File: src/rtl/logic_gate_pipe.sv
// logic_gate_pipe: valid/ready pipelined bitwise gate unit; `LOGIC_GATE_PIPE_COUNT_EN adds an output-transfer counter
module logic_gate_pipe #(
    parameter int WIDTH  = 8,
    parameter int STAGES = 2
) (
    input  logic             clk,
    input  logic             rst,
    input  logic             in_valid,
    output logic             in_ready,
    input  logic [2:0]       op,
    input  logic [WIDTH-1:0] a,
    input  logic [WIDTH-1:0] b,
    output logic             out_valid,
    input  logic             out_ready,
`ifdef LOGIC_GATE_PIPE_COUNT_EN
    output logic [15:0]      count,
`endif
    output logic [WIDTH-1:0] y,
    output logic             zero
);
    logic [STAGES-1:0]            valid_q, valid_d;
    logic [STAGES-1:0][WIDTH-1:0] data_q, data_d;
    logic [WIDTH-1:0]             res;
    logic                         stall;
    always_comb begin
        res = op == 3'd0 ? a & b :
              op == 3'd1 ? a | b :
              op == 3'd2 ? a ^ b :
              op == 3'd3 ? ~(a & b) :
              op == 3'd4 ? ~(a | b) :
              op == 3'd5 ? ~(a ^ b) :
              op == 3'd6 ? a & ~b : a;
    end
    assign out_valid = valid_q[STAGES-1];
    assign stall     = out_valid && !out_ready;
    assign in_ready  = !stall && !rst;
    assign y         = out_valid ? data_q[STAGES-1] : '0;
    assign zero      = out_valid && y == '0;
    // the whole pipe moves or holds as one; bubbles travel as valid=0
    always_comb begin
        valid_d = valid_q;
        data_d  = data_q;
        if (!stall) begin
            valid_d[0] = in_valid;
            data_d[0]  = res;
            for (int i = 1; i < STAGES; i++) begin
                valid_d[i] = valid_q[i-1];
                data_d[i]  = data_q[i-1];
            end
        end
    end
    always_ff @(posedge clk) begin
        if (rst) begin
            valid_q <= '0;
            data_q  <= '0;
        end else begin
            valid_q <= valid_d;
            data_q  <= data_d;
        end
    end
`ifdef LOGIC_GATE_PIPE_COUNT_EN
    logic [15:0] count_q, count_d;
    always_comb begin
        count_d = count_q + 16'(out_valid && out_ready);
    end
    always_ff @(posedge clk) begin
        count_q <= rst ? '0 : count_d;
    end
    assign count = count_q;
`endif
endmodule

File: config.mk
export PLATFORM = sky130hd
export DESIGN_NAME = logic_gate_pipe
export DESIGN_NICKNAME = d
export VERILOG_FILES = /design/src/rtl/logic_gate_pipe.sv
export SDC_FILE = /design/constraint.sdc
export NUM_CORES = 1
export LEC_CHECK = 0
export ABC_CLOCK_PERIOD_IN_PS = 2000
export CAP_MARGIN = 20
export CELL_PAD_IN_SITES_DETAIL_PLACEMENT = 1
export CELL_PAD_IN_SITES_GLOBAL_PLACEMENT = 1
export CORE_ASPECT_RATIO = 0.7
export CORE_MARGIN = 4
export CORE_UTILIZATION = 47
export DETAILED_ROUTE_END_ITERATION = 10
export DONT_BUFFER_PORTS = 1
export GPL_ROUTABILITY_DRIVEN = 0
export GPL_TIMING_DRIVEN = 0
export PLACE_DENSITY = 0.79
export SLEW_MARGIN = 5
export SYNTH_ARGS = -nofsm -noshare
export SYNTH_HDL_FRONTEND = slang
export SYNTH_SLANG_ARGS = --single-unit
File: constraint.sdc
create_clock -name clk -period 2 [get_ports clk]
set_clock_uncertainty 0.2 [all_clocks]
set_input_delay 0.3 -clock clk [delete_from_list [all_inputs] [get_ports clk]]
set_output_delay 0.3 -clock clk [all_outputs]
set_load 0.01 [all_outputs]
# == After elaboration in Yosys (flattened, before gate mapping) ==
# Index checks and enable logic that the tools add are counted.
# Widths: inputs -> output; s select.
# op_classes
n_bitwise,8
mux,8
mul,0
magnitude_cmp,0
shifts,0
reduce_logical,8
n_addsub,0
div,0
eq_ne,6
# op_table
cell,count
$mux 8,8
$not 8->8,4
$and 8x8->8,2
$eq 3x3->1 const B,3
$logic_not 8->1,1
$or 8x8->8,1
$xor 8x8->8,1
$eq 3x2->1 const B,2
$eq 3x1->1 const B,1
$logic_and 1x1->1,3
$logic_not 1->1,3
$logic_not 3->1,1
# totals
romBits,0
out_inout_bits,11
latch_bits,0
word_cells,33
ram_bits,0
in_bits,23
memories,0
register_bits,18

# == Logic depth before layout (Yosys ltp) ==
# Gate-level depths: netlist of the first run.
# logic_depth
ltp_word,9
mapped_depth,7

# == Worst setup path before layout of the first run ==
# Ideal clock, no wire load.
# synth_path
path_kind,reg2out
startpoint,reg valid_q[1]
endpoint,out zero
path_stages_with_launch,3
setup_slack_ns,0.091
path_buffers,0
arrival_time_ns,1.409
cell_sequence,dfxtp_1 or4b_2 nor4_1
# synth_via
elab_chain_cells,3
# synth_lines
item,line,source
"start, declared",21,"logic [STAGES-1:0] valid_q, valid_d;"
"start signal, assigned",57,valid_q <= valid_d;
$mux 8,37,assign y = out_valid ? data_q[STAGES-1] : '0;
$logic_not 8->1,38,assign zero = out_valid && y == '0;
$logic_and 1x1->1 (*),38,
"end, declared",19,output logic zero
# Every way passes the cells marked *; elsewhere a longest branch is shown, timed or not.

# == Worst setup path in the final report of the first run ==
# layout_path
startpoint,reg valid_q[1]
endpoint,out zero
# layout_via
elab_chain_cells,3
# layout_lines
item,line,source
$mux 8,37,
via y[5],18,"output logic [WIDTH-1:0] y,"
$logic_not 8->1,38,
$logic_and 1x1->1,38,
# The timed path passes the listed nets, and every way through them passes these cells.

==> results.md, run 1 <==
- Commonest non-fill, non-tap cell in the layout: ha_1
- Crit-path slowest cell: dfxtp_4
- Syn Std Cell Area: 1730 um^2
- Crit path buf inv count: 0
- First-pass GRT wire length: 8.41 mm
- HP Class: primary input to flop
- Ports: 34
- Initial antenna violation count: 0
- Placed cells: 253
- CTS Buf Count: 3
- Startpoint class of the critical path: flop
- P&R area growth vs syn: 9.84%
- Die Wd: 80.5 um
- Seq/Total Area, Yosys: 20.8%
- Post-synth EDFFs: 0
- Total Routing Usage GR: 23.1%
- Clk buf depth: 2
- Layout cells sized above 1: 15.3%
- 1st-iter DRT viols: 102
- Nets@finish: 257
- Most used flip-flop cell after synthesis: dfxtp_1
- Commonest cells after routing, fill and taps aside: 24 x ha_1, 19 x inv_1, 17 x dfxtp_1
- Max-slew violations: 0
- Crit path max-delay family: simple AND/OR/NAND/NOR gates
- Area taken by multi-input logic gates: 1230 um^2
- Rel. slew slack: 62.1%
- Leak: 0.000831 uW
- Worst Path Required: 1.50 ns
- Post-route ant nets: 0
- DP HPWL: 3.85 mm
- Netlist cell types: 50
- WS Path Type: flop to output port
- Setup ws final: 0.0523 ns
- Post-synth ARST share: 0%
- Worst path cell trace: and2_4 -> or3_4 -> nor4_4
- Max IR drop VDD: 0.387 mV
- Min-Delay Path Depth: 2
- CP endpoint kind: output port
- Core footprint: 3540 um^2
- Post-Syn Instances: 203
- First-pass DRT Iterations: 4
- Hold Fails Final Rpt: 0
- Setup Total Neg Slack: 0 ns
- Final setup vio count: 0
- Via count: 1,581
- Count of filler cells inserted in the layout: 436
- Clock network latency to the later pin of the worst-skew pair: 0.26 ns
- PD cells: 527 nW/um^2
- Wire length per cell: 20.1 um
- Storage cell area: 364 um^2
- Min Clock Period, post-route: 1.95 ns
- CTS tree: built
- CTS Root Cell: clkbuf_8
- Critical Path Stages: 3
- Worst Max-Slew Pin Slew: 0.564 ns
- Die area: 4730 um^2
- Non-Filler Instances: 259
- Flops & latches, synth: 18
- Final Cycle Share: 97.4%
- Yosys warns: 0
- Grt ovf: 0
- Number of setup buffers added after CTS: 0
- MaxCap Viol Count: 0
- Floorplan row count: 18
- I/O Buffers: 0
- H-tree levels: 1
- Routed wire length: 5.21 mm
- Data arrival, critical path: 1.45 ns
- Die H: 58.7 um
- Diode count: 0
- Worst-path maximum fanout: 11
- Via/cell ratio: 6.10
- CP max stage delay: 0.39 ns
- Vias in the first global route: 1,748
- Worst r2r path cells: 4
- Max Freq: 0.513 GHz
- Syn_nets: 250
- Initial Utilization: 48.9%
- Mean post-synth cell area: 8.52 um^2
- Setup Slack @ Placement: -0.139 ns
- Clk pin slew, worst setup/hold paths: 0.07 ns
- Clock sink count: 18
- Pin count of the biggest net entering global routing: 12
- Drt drc: 0
- Status: finished, final reports clean
timing repair:
action | CTS | global route
pin swaps | 1 | 1
hold buffers | 2 | 0
gates resized for setup | 5 | 3
gates cloned | 0 | 0
endpoints found under the setup margin | 2 | 2
hold endpoints to repair | 2 | 0
Yosys cell counts, types with 4 or more instances:
| library cell | number | area [um^2] |
|---|---|---|
| ha_1 | 24 | 300 |
| mux2i_1 | 8 | 80.1 |
| nand2b_1 | 8 | 50.1 |
| o21ai_0 | 8 | 40.0 |
| buf_2 | 8 | 40.0 |
| and2_1 | 8 | 50.1 |
| dfxtp_1 | 18 | 360 |
| a22oi_1 | 4 | 30.0 |
| nand2_1 | 6 | 22.5 |
| nand3b_1 | 4 | 30.0 |
| inv_1 | 19 | 71.3 |
| a22o_1 | 9 | 78.8 |
| a211oi_1 | 5 | 37.5 |
| nor2b_1 | 7 | 43.8 |
| nor2_1 | 5 | 18.8 |
| a31oi_1 | 5 | 31.3 |
| a21oi_1 | 8 | 40.0 |
kinds of logic (layout without fill, tap and decap cells):
family / count (synthesis) / in the layout / share of synthesized area (%)
adder cells (fa/ha/maj): 24 / 24 / 17.4
AND/OR/NAND/NOR: 55 / 55 / 19.2
buffers and inverters: 35 / 41 / 9.77
flip-flops: 18 / 18 / 20.8
multiplexers: 10 / 10 / 6.80
AO/OA/AOI/OAI: 61 / 61 / 26.0
stage by stage:
step / cell area, um^2 / hold slack, ns / util (%) / power, uW
2_1_floorplan: 1730 / 0.172 / - / 611
3_3_place_gp: 1790 / 0.174 / 50.7 / 656
3_5_place_dp: 1790 / 0.175 / 50.7 / 677
4_1_cts: 1890 / 0.0815 / 53.4 / 992
5_1_grt: 1900 / 0.0787 / 53.7 / 1050
6_report: 1900 / 0.0833 / 53.7 / 1000
layout make-up:
| type | instances | area share [%] |
|---|---|---|
| sequential | 18 | 19.2 |
| tap | 50 | 3.29 |
| timing repair buffer | 2 | 1.05 |
| inverter | 21 | 4.28 |
| multi-input combinational | 150 | 64.6 |
| clock buffer | 4 | 2.90 |
| buffer | 14 | 4.74 |
report_power, final:
group | internal, uW | switching, uW | leakage (uW)
sequential | 389 | 24.5 | 0.000150
combinational | 126 | 148 | 0.000652
clock | 175 | 137 | 0.0000288
total | 691 | 310 | 0.000831
metal layers:
layer / vias up / routed length [um] / track usage, %
met1: 774 / 2200 / 26.2
met3: 6 / 258 / 5.50
met2: 51 / 2690 / 44.2
met4: 0 / 70 / 5.06
li1: 750 / - / -
met5: - / 0 / 0
flip-flops by register name, indices dropped and copies added (netlist names):
signal	cells
data_q	16
valid_q	2
final timing paths:
kind | to | start | slack [ns]
setup / recovery | zero | valid_q[1]$_SDFFE_PP0N_ | 0.05
hold / removal | valid_q[1]$_SDFFE_PP0N_ | out_ready | 0.08
setup reg to reg | valid_q[0]$_SDFFE_PP0N_ | valid_q[1]$_SDFFE_PP0N_ | 0.25
hold reg to reg | data_q[15]$_SDFFE_PP0N_ | data_q[15]$_SDFFE_PP0N_ | 0.28
worst register-to-register path, cell delays in order, from the launching register on:
cell and delay [ns]:
dfxtp_4 0.41, nor2b_4 0.22, mux2i_1 0.22, nor2_1 0.05, dlygate4sd3_1 0.54
No activity file was read; power rests on OpenSTA's default activity.
==> run 2, diff against run 1 <==
--- a/config.mk
+++ b/config.mk
@@ -5,12 +5,11 @@
 export SDC_FILE = /design/constraint.sdc
 export NUM_CORES = 1
 export LEC_CHECK = 0
-export ABC_CLOCK_PERIOD_IN_PS = 2000
 export CAP_MARGIN = 20
 export CELL_PAD_IN_SITES_DETAIL_PLACEMENT = 1
 export CELL_PAD_IN_SITES_GLOBAL_PLACEMENT = 1
 export CORE_ASPECT_RATIO = 0.7
-export CORE_MARGIN = 4
+export CORE_MARGIN = 2
 export CORE_UTILIZATION = 47
 export DETAILED_ROUTE_END_ITERATION = 10
 export DONT_BUFFER_PORTS = 1
==> results.md, run 2 (synthesis gave the netlist of run 1 again) <==
- First-pass DRT Iterations: 4 (unchanged)
- Failing checks: negative hold slack
- Clk buf depth: 2 (unchanged)
- Commonest cells after routing, fill and taps aside: 24 x ha_1, 19 x inv_1, 17 x dfxtp_1 (unchanged)
- Core footprint: 3510 um^2 (was 3540 um^2)
- Wire length per cell: 18.4 um (was 20.1 um)
- CP endpoint kind: output port (unchanged)
- Die area: 4190 um^2 (was 4730 um^2)
- Rel. slew slack: 65.1% (was 62.1%)
- Fin Hold WS: -0.00228 ns (was 0.0833 ns)
- Final Cycle Share: 95.9% (was 97.4%)
- Vias in the first global route: 1,622 (was 1,748)
- Nets@finish: 256 (was 257)
- CTS tree: built (unchanged)
- Setup ws final: 0.0816 ns (was 0.0523 ns)
- I/O Buffers: 0 (unchanged)
- Via/cell ratio: 6.07 (was 6.10)
- Die Wd: 76.5 um (was 80.5 um)
- Total power: 935 uW (was 1000 uW)
- Hold Fails Final Rpt: 1 (was 0)
- Diode count: 0 (unchanged)
- Max reg flops: 16 (unchanged)
- Die H: 54.7 um (was 58.7 um)
- Max Freq: 0.521 GHz (was 0.513 GHz)
- Worst Path Required: 1.50 ns (about the same)
- Total Routing Usage GR: 23.9% (was 23.1%)
- Count of filler cells inserted in the layout: 425 (was 436)
- Layout cells sized above 1: 15.0% (was 15.3%)
- Status: finished, violations left (was finished, final reports clean)
- Worst hold path startpoint: in_valid (was out_ready)
- HP Class: primary input to flop (unchanged)
- R2R Path Start: valid_q[1]$_SDFFE_PP0N_ (unchanged)
- P&R area growth vs syn: 8.47% (was 9.84%)
- Startpoint class of the critical path: flop (unchanged)
- 1st-iter DRT viols: 74 (was 102)
- Clock sink count: 18 (unchanged)
- Drt drc: 0 (unchanged)
- MaxCap Viol Count: 0 (unchanged)
- Initial antenna violation count: 0 (unchanged)
- Routed wire length: 4.74 mm (was 5.21 mm)
- Post-route ant nets: 0 (unchanged)
- CTS Buf Count: 3 (unchanged)
- RSZ-0062 raised after global routing: no
- H-tree levels: 1 (unchanged)
- Data arrival, critical path: 1.42 ns (was 1.45 ns)
- Number of setup buffers added after CTS: 0 (unchanged)
- Commonest non-fill, non-tap cell in the layout: ha_1 (unchanged)
- Worst-path maximum fanout: 11 (unchanged)
- Worst Max-Slew Pin Slew: 0.523 ns (was 0.564 ns)
- Util after Layout: 53.4% (was 53.7%)
- Leak: 0.000818 uW (was 0.000831 uW)
- Final setup vio count: 0 (unchanged)
- First-pass GRT wire length: 7.69 mm (was 8.41 mm)
- Min Clock Period, post-route: 1.92 ns (was 1.95 ns)
- Ports: 34 (unchanged)
- Worst Setup SP: valid_q[1]$_SDFFE_PP0N_ (unchanged)
- Non-Filler Instances: 257 (was 259)
- WS Path Type: flop to output port (unchanged)
- DP HPWL: 3.60 mm (was 3.85 mm)
- Clock network latency to the later pin of the worst-skew pair: 0.25 ns (was 0.26 ns)
- Pin count of the biggest net entering global routing: 12 (unchanged)
- Max IR drop VDD: 0.396 mV (was 0.387 mV)
- Via count: 1,559 (was 1,581)
- PD cells: 499 nW/um^2 (was 527 nW/um^2)
- Largest registers: data_q x16, valid_q x2 (unchanged)
- Clk pin slew, worst setup/hold paths: 0.07 ns (about the same)
- Placed cells: 253 (unchanged)
- CTS Root Cell: clkbuf_8 (unchanged)
- Setup Slack @ Placement: -0.0587 ns (was -0.139 ns)
- Top reg by flops: data_q (unchanged)
- Floorplan row count: 18 (unchanged)
- Grt ovf: 0 (unchanged)
- Initial Utilization: 49.2% (was 48.9%)
- Max-slew violations: 0 (unchanged)
==> run 2: changes by cell type in the layout (fill, tap and decap cells not counted), sizes merged <==
cell	change
clkbuf	-1
dlygate4sd3	-1
==> run 2: report_power, final <==
part / total (uW) / internal, uW / leakage (uW) / switching (uW)
clock network: 254 / 134 / 0.0000216 / 120
registers: 412 / 390 / 0.000150 / 22.8
logic: 268 / 124 / 0.000647 / 144
==> run 2: cell type report <==
class                           count  area, um^2  share of cell area (%)
Buffer                             14        90.1                    4.80
Clock buffer                        3        41.3                    2.20
Inverter                           21        81.3                    4.34
Multi-Input combinational cell    150        1230                    65.4
Sequential cell                    18         364                    19.4
Tap cell                           50        62.6                    3.34
Timing Repair Buffer                1        10.0                   0.534
==> run 2: path summary, 6_finish.rpt <==
check                       endpoint  slack (ns)  cells past startpoint
max reg2reg   data_q[2]$_SDFFE_PP0N_        0.30                      7
max                         in_ready        0.08                      5
min          valid_q[0]$_SDFFE_PP0N_      -0.002                      2
min reg2reg   data_q[9]$_SDFFE_PP0N_        0.28                      1
==> run 2: worst max-delay path: stages, from the launching register on <==
cell and delay, ns:
dfxtp_4 0.38, nor2b_4 0.15, or2_1 0.20, buf_2 0.17, inv_4 0.10, buf_6 0.16
==> run 2: repair_timing <==
| item | in CTS | in global routing |
|---|---|---|
| resized for setup | 5 | 3 |
| hold buffers | 1 | 0 |
| pin swaps | 1 | 1 |
| endpoints found under the setup margin | 2 | 2 |
| hold endpoints to repair | 1 | 0 |
==> run 2: per-layer routing <==
metal | vias to the layer above | GRT usage, % | wire, um
met5 | - | 0 | 0
met4 | 0 | 8.79 | 99
met3 | 10 | 5.78 | 237
met2 | 43 | 45.0 | 2350
met1 | 756 | 27.3 | 2050
li1 | 750 | - | -
==> run 2: through the flow <==
| stage | setup TNS (ns) | area (um^2) |
|---|---|---|
| floorplan | 0 | 1730 |
| global placement | -0.0423 | 1790 |
| detailed placement | -0.0587 | 1790 |
| CTS | 0 | 1870 |
| global route | 0 | 1880 |
| finish | 0 | 1880 |
==> run 3, diff against run 2 <==
--- a/config.mk
+++ b/config.mk
@@ -10,12 +10,12 @@
 export CELL_PAD_IN_SITES_GLOBAL_PLACEMENT = 1
 export CORE_ASPECT_RATIO = 0.7
 export CORE_MARGIN = 2
-export CORE_UTILIZATION = 47
+export CORE_UTILIZATION = 40
 export DETAILED_ROUTE_END_ITERATION = 10
 export DONT_BUFFER_PORTS = 1
 export GPL_ROUTABILITY_DRIVEN = 0
 export GPL_TIMING_DRIVEN = 0
-export PLACE_DENSITY = 0.79
+export PLACE_DENSITY_LB_ADDON = 0.3
 export SLEW_MARGIN = 5
 export SYNTH_ARGS = -nofsm -noshare
 export SYNTH_HDL_FRONTEND = slang
==> constraint.sdc (replaced) <==
create_clock -name clk -period 1.9 [get_ports clk]
set_clock_uncertainty 0.2 [all_clocks]
set_input_delay 0.285 -clock clk [delete_from_list [all_inputs] [get_ports clk]]
set_output_delay 0.285 -clock clk [all_outputs]
set_load 0.01 [all_outputs]
==> results.md, run 3 (synthesis gave the netlist of run 1 again) <==
- Startpoint class of the critical path: flop (unchanged)
- Commonest cells after routing, fill and taps aside: 24 x ha_1, 19 x inv_1, 17 x dfxtp_1 (unchanged)
- Clock sink count: 18 (unchanged)
- Top reg by flops: data_q (unchanged)
- Grt ovf: 0 (unchanged)
- Leak: 0.000846 uW (was 0.000818 uW)
- Drt drc: 0 (unchanged)
- PD cells: 520 nW/um^2 (was 499 nW/um^2)
- Max-slew violations: 0 (unchanged)
- Die H: 59.0 um (was 54.7 um)
- Vias in the first global route: 1,703 (was 1,622)
- Final Cycle Share: 100%
- Global-route track usage on met2: 40.9% (was 45.0%)
- First-pass DRT Iterations: 4 (unchanged)
- Pin count of the biggest net entering global routing: 11 (was 12)
- Via count: 1,599 (was 1,559)
- Max IR drop VDD: 0.263 mV (was 0.396 mV)
- Largest registers: data_q x16, valid_q x2 (unchanged)
- HP Class: primary input to flop (unchanged)
- P&R area growth vs syn: 11.4% (was 8.47%)
- I/O Buffers: 0 (unchanged)
- Worst-path maximum fanout: 8 (was 11)
- Wire length per cell: 19.4 um (was 18.4 um)
- Initial antenna violation count: 0 (unchanged)
- Max reg flops: 16 (unchanged)
- Internal reg-to-reg setup slack: 0.12 ns (was 0.30 ns)
- Core footprint: 4040 um^2 (was 3510 um^2)
- WS Path Type: flop to output port (unchanged)
- Worst path cell trace: and2_4 -> or3_4 -> nor4_4 (was nor2b_4 -> or2_1 -> buf_2 -> inv_4 -> buf_6)
- 1st-iter DRT viols: 119 (was 74)
- CP endpoint kind: output port (unchanged)
- Routed wire length: 5.15 mm (was 4.74 mm)
- Count of filler cells inserted in the layout: 503 (was 425)
- Switching Fraction: 31.1% (was 30.8%)
- Status: finished, violations left (unchanged)
- Rel. slew slack: 66.1% (was 65.1%)
- Non-Filler Instances: 265 (was 257)
- Total Routing Usage GR: 21.8% (was 23.9%)
- Met3 Use GR: 3.51% (was 5.78%)
- Switching power: 311 uW (was 288 uW)
- Worst Max-Slew Pin Slew: 0.505 ns (was 0.523 ns)
- Util after Layout: 47.6% (was 53.4%)
- Met1 Use GR: 25.8% (was 27.3%)
- Worst Path Required: 1.41 ns (was 1.50 ns)
- Ports: 34 (unchanged)
- Sequential power share: 43.4% (was 44.1%)
- Max Freq: 0.524 GHz
- Diode count: 0 (unchanged)
- Min Clock Period, post-route: 1.91 ns
- Fin Hold WS: 0.131 ns (was -0.00228 ns)
- Die area: 4870 um^2 (was 4190 um^2)
- CP max stage delay: 0.38 ns (about the same)
- H-tree levels: 1 (unchanged)
- Final setup vio count: 1 (was 0)
- Clock network latency to the later pin of the worst-skew pair: 0.26 ns (was 0.25 ns)
- Clock power share: 26.9% (was 27.2%)
- Crit-path slowest cell: dfxtp_4 (unchanged)
- DP HPWL: 3.97 mm (was 3.60 mm)
- CTS Buf Count: 3 (unchanged)
- Grt peak-use layer: met2 (unchanged)
- Initial Utilization: 42.8% (was 49.2%)
- Placed cells: 255 (was 253)
- Setup Total Neg Slack: -0.00681 ns (was 0 ns)
- Failing checks: negative setup slack (was negative hold slack)
- First-pass GRT wire length: 8.02 mm (was 7.69 mm)
- CTS Root Cell: clkbuf_8 (unchanged)
- MaxCap Viol Count: 0 (unchanged)
- CTS tree: built (unchanged)
- Layout cells sized above 1: 16.4% (was 15.0%)
- Clk buf depth: 2 (unchanged)
- Hold Fails Final Rpt: 0 (was 1)
- Floorplan row count: 19 (was 18)
- Post-route ant nets: 0 (unchanged)
- RSZ-0062 raised after global routing: yes (was no)
- Internal power: 691 uW (was 647 uW)
- Via/cell ratio: 6.03 (was 6.07)
- Logic gate share of total power: 29.7% (was 28.7%)
- Nets@finish: 262 (was 256)
- Setup ws final: -0.00681 ns (was 0.0816 ns)
- Die Wd: 82.6 um (was 76.5 um)
- Clk pin slew, worst setup/hold paths: 0.06 ns (was 0.07 ns)
- Commonest non-fill, non-tap cell in the layout: ha_1 (unchanged)
- Data arrival, critical path: 1.42 ns (about the same)
[run 3: cell types whose count changed in the layout (fill, tap and decap cells not counted), sizes merged]
cell / change
buf: +5
dlygate4sd3: +1
[run 3: worst max-delay path: cells and delay by family, from the launching register on]
kind             cells  cell delay [ns]
flip-flops           1             0.38
AND/OR/NAND/NOR      3             0.78
[run 3: layout make-up]
| type | count | area (um^2) | area share, % |
|---|---|---|---|
| Multi-Input combinational cell | 150 | 1230 | 63.7 |
| Sequential cell | 18 | 364 | 18.9 |
| Buffer | 14 | 93.8 | 4.87 |
| Inverter | 21 | 81.3 | 4.22 |
| Tap cell | 52 | 65.1 | 3.38 |
| Timing Repair Buffer | 7 | 53.8 | 2.79 |
| Clock buffer | 3 | 41.3 | 2.14 |
[run 3: metrics by stage]
step	power, uW	setup slack (ns)	instance area (um^2)
final	1000	-0.00681	1930
after CTS	994	-0.0245	1880
after detailed placement	715	-0.162	1790
after global routing	1060	-0.0426	1930
after floorplan	643	0.00559	1730
after global placement	690	-0.124	1790
[run 3: routing by layer]
metal | vias to the layer above | share of wire (%)
met3 | 5 | 2.9
met5 | - | 0
li1 | 759 | -
met4 | 0 | 0.60
met2 | 28 | 53
met1 | 807 | 43
[run 3: final timing paths]
check        depth (start not counted)                    start                       to
min                                  3                     b[1]   data_q[1]$_SDFFE_PP0N_
max                                  3  valid_q[1]$_SDFFE_PP0N_                     zero
max reg2reg                          5  valid_q[1]$_SDFFE_PP0N_  valid_q[0]$_SDFFE_PP0N_
min reg2reg                          1   data_q[6]$_SDFFE_PP0N_   data_q[6]$_SDFFE_PP0N_
[run 3: power groups by stage]
stage | clock network (uW) | logic, uW | registers, uW
floorplan | 0 | 210 | 433
global placement | 0 | 250 | 440
detailed placement | 0 | 273 | 442
CTS | 275 | 286 | 433
global route | 293 | 327 | 438
finish | 270 | 298 | 435
[run 3: what timing repair did]
| item | CTS | global route |
|---|---|---|
| pin swaps | 1 | 1 |
| buffers inserted | 1 | 4 |
| endpoints found under the setup margin | 2 | 2 |
| endpoints found under the hold margin | 2 | 0 |
| hold buffers | 2 | 0 |
| gates resized for setup | 6 | 3 |
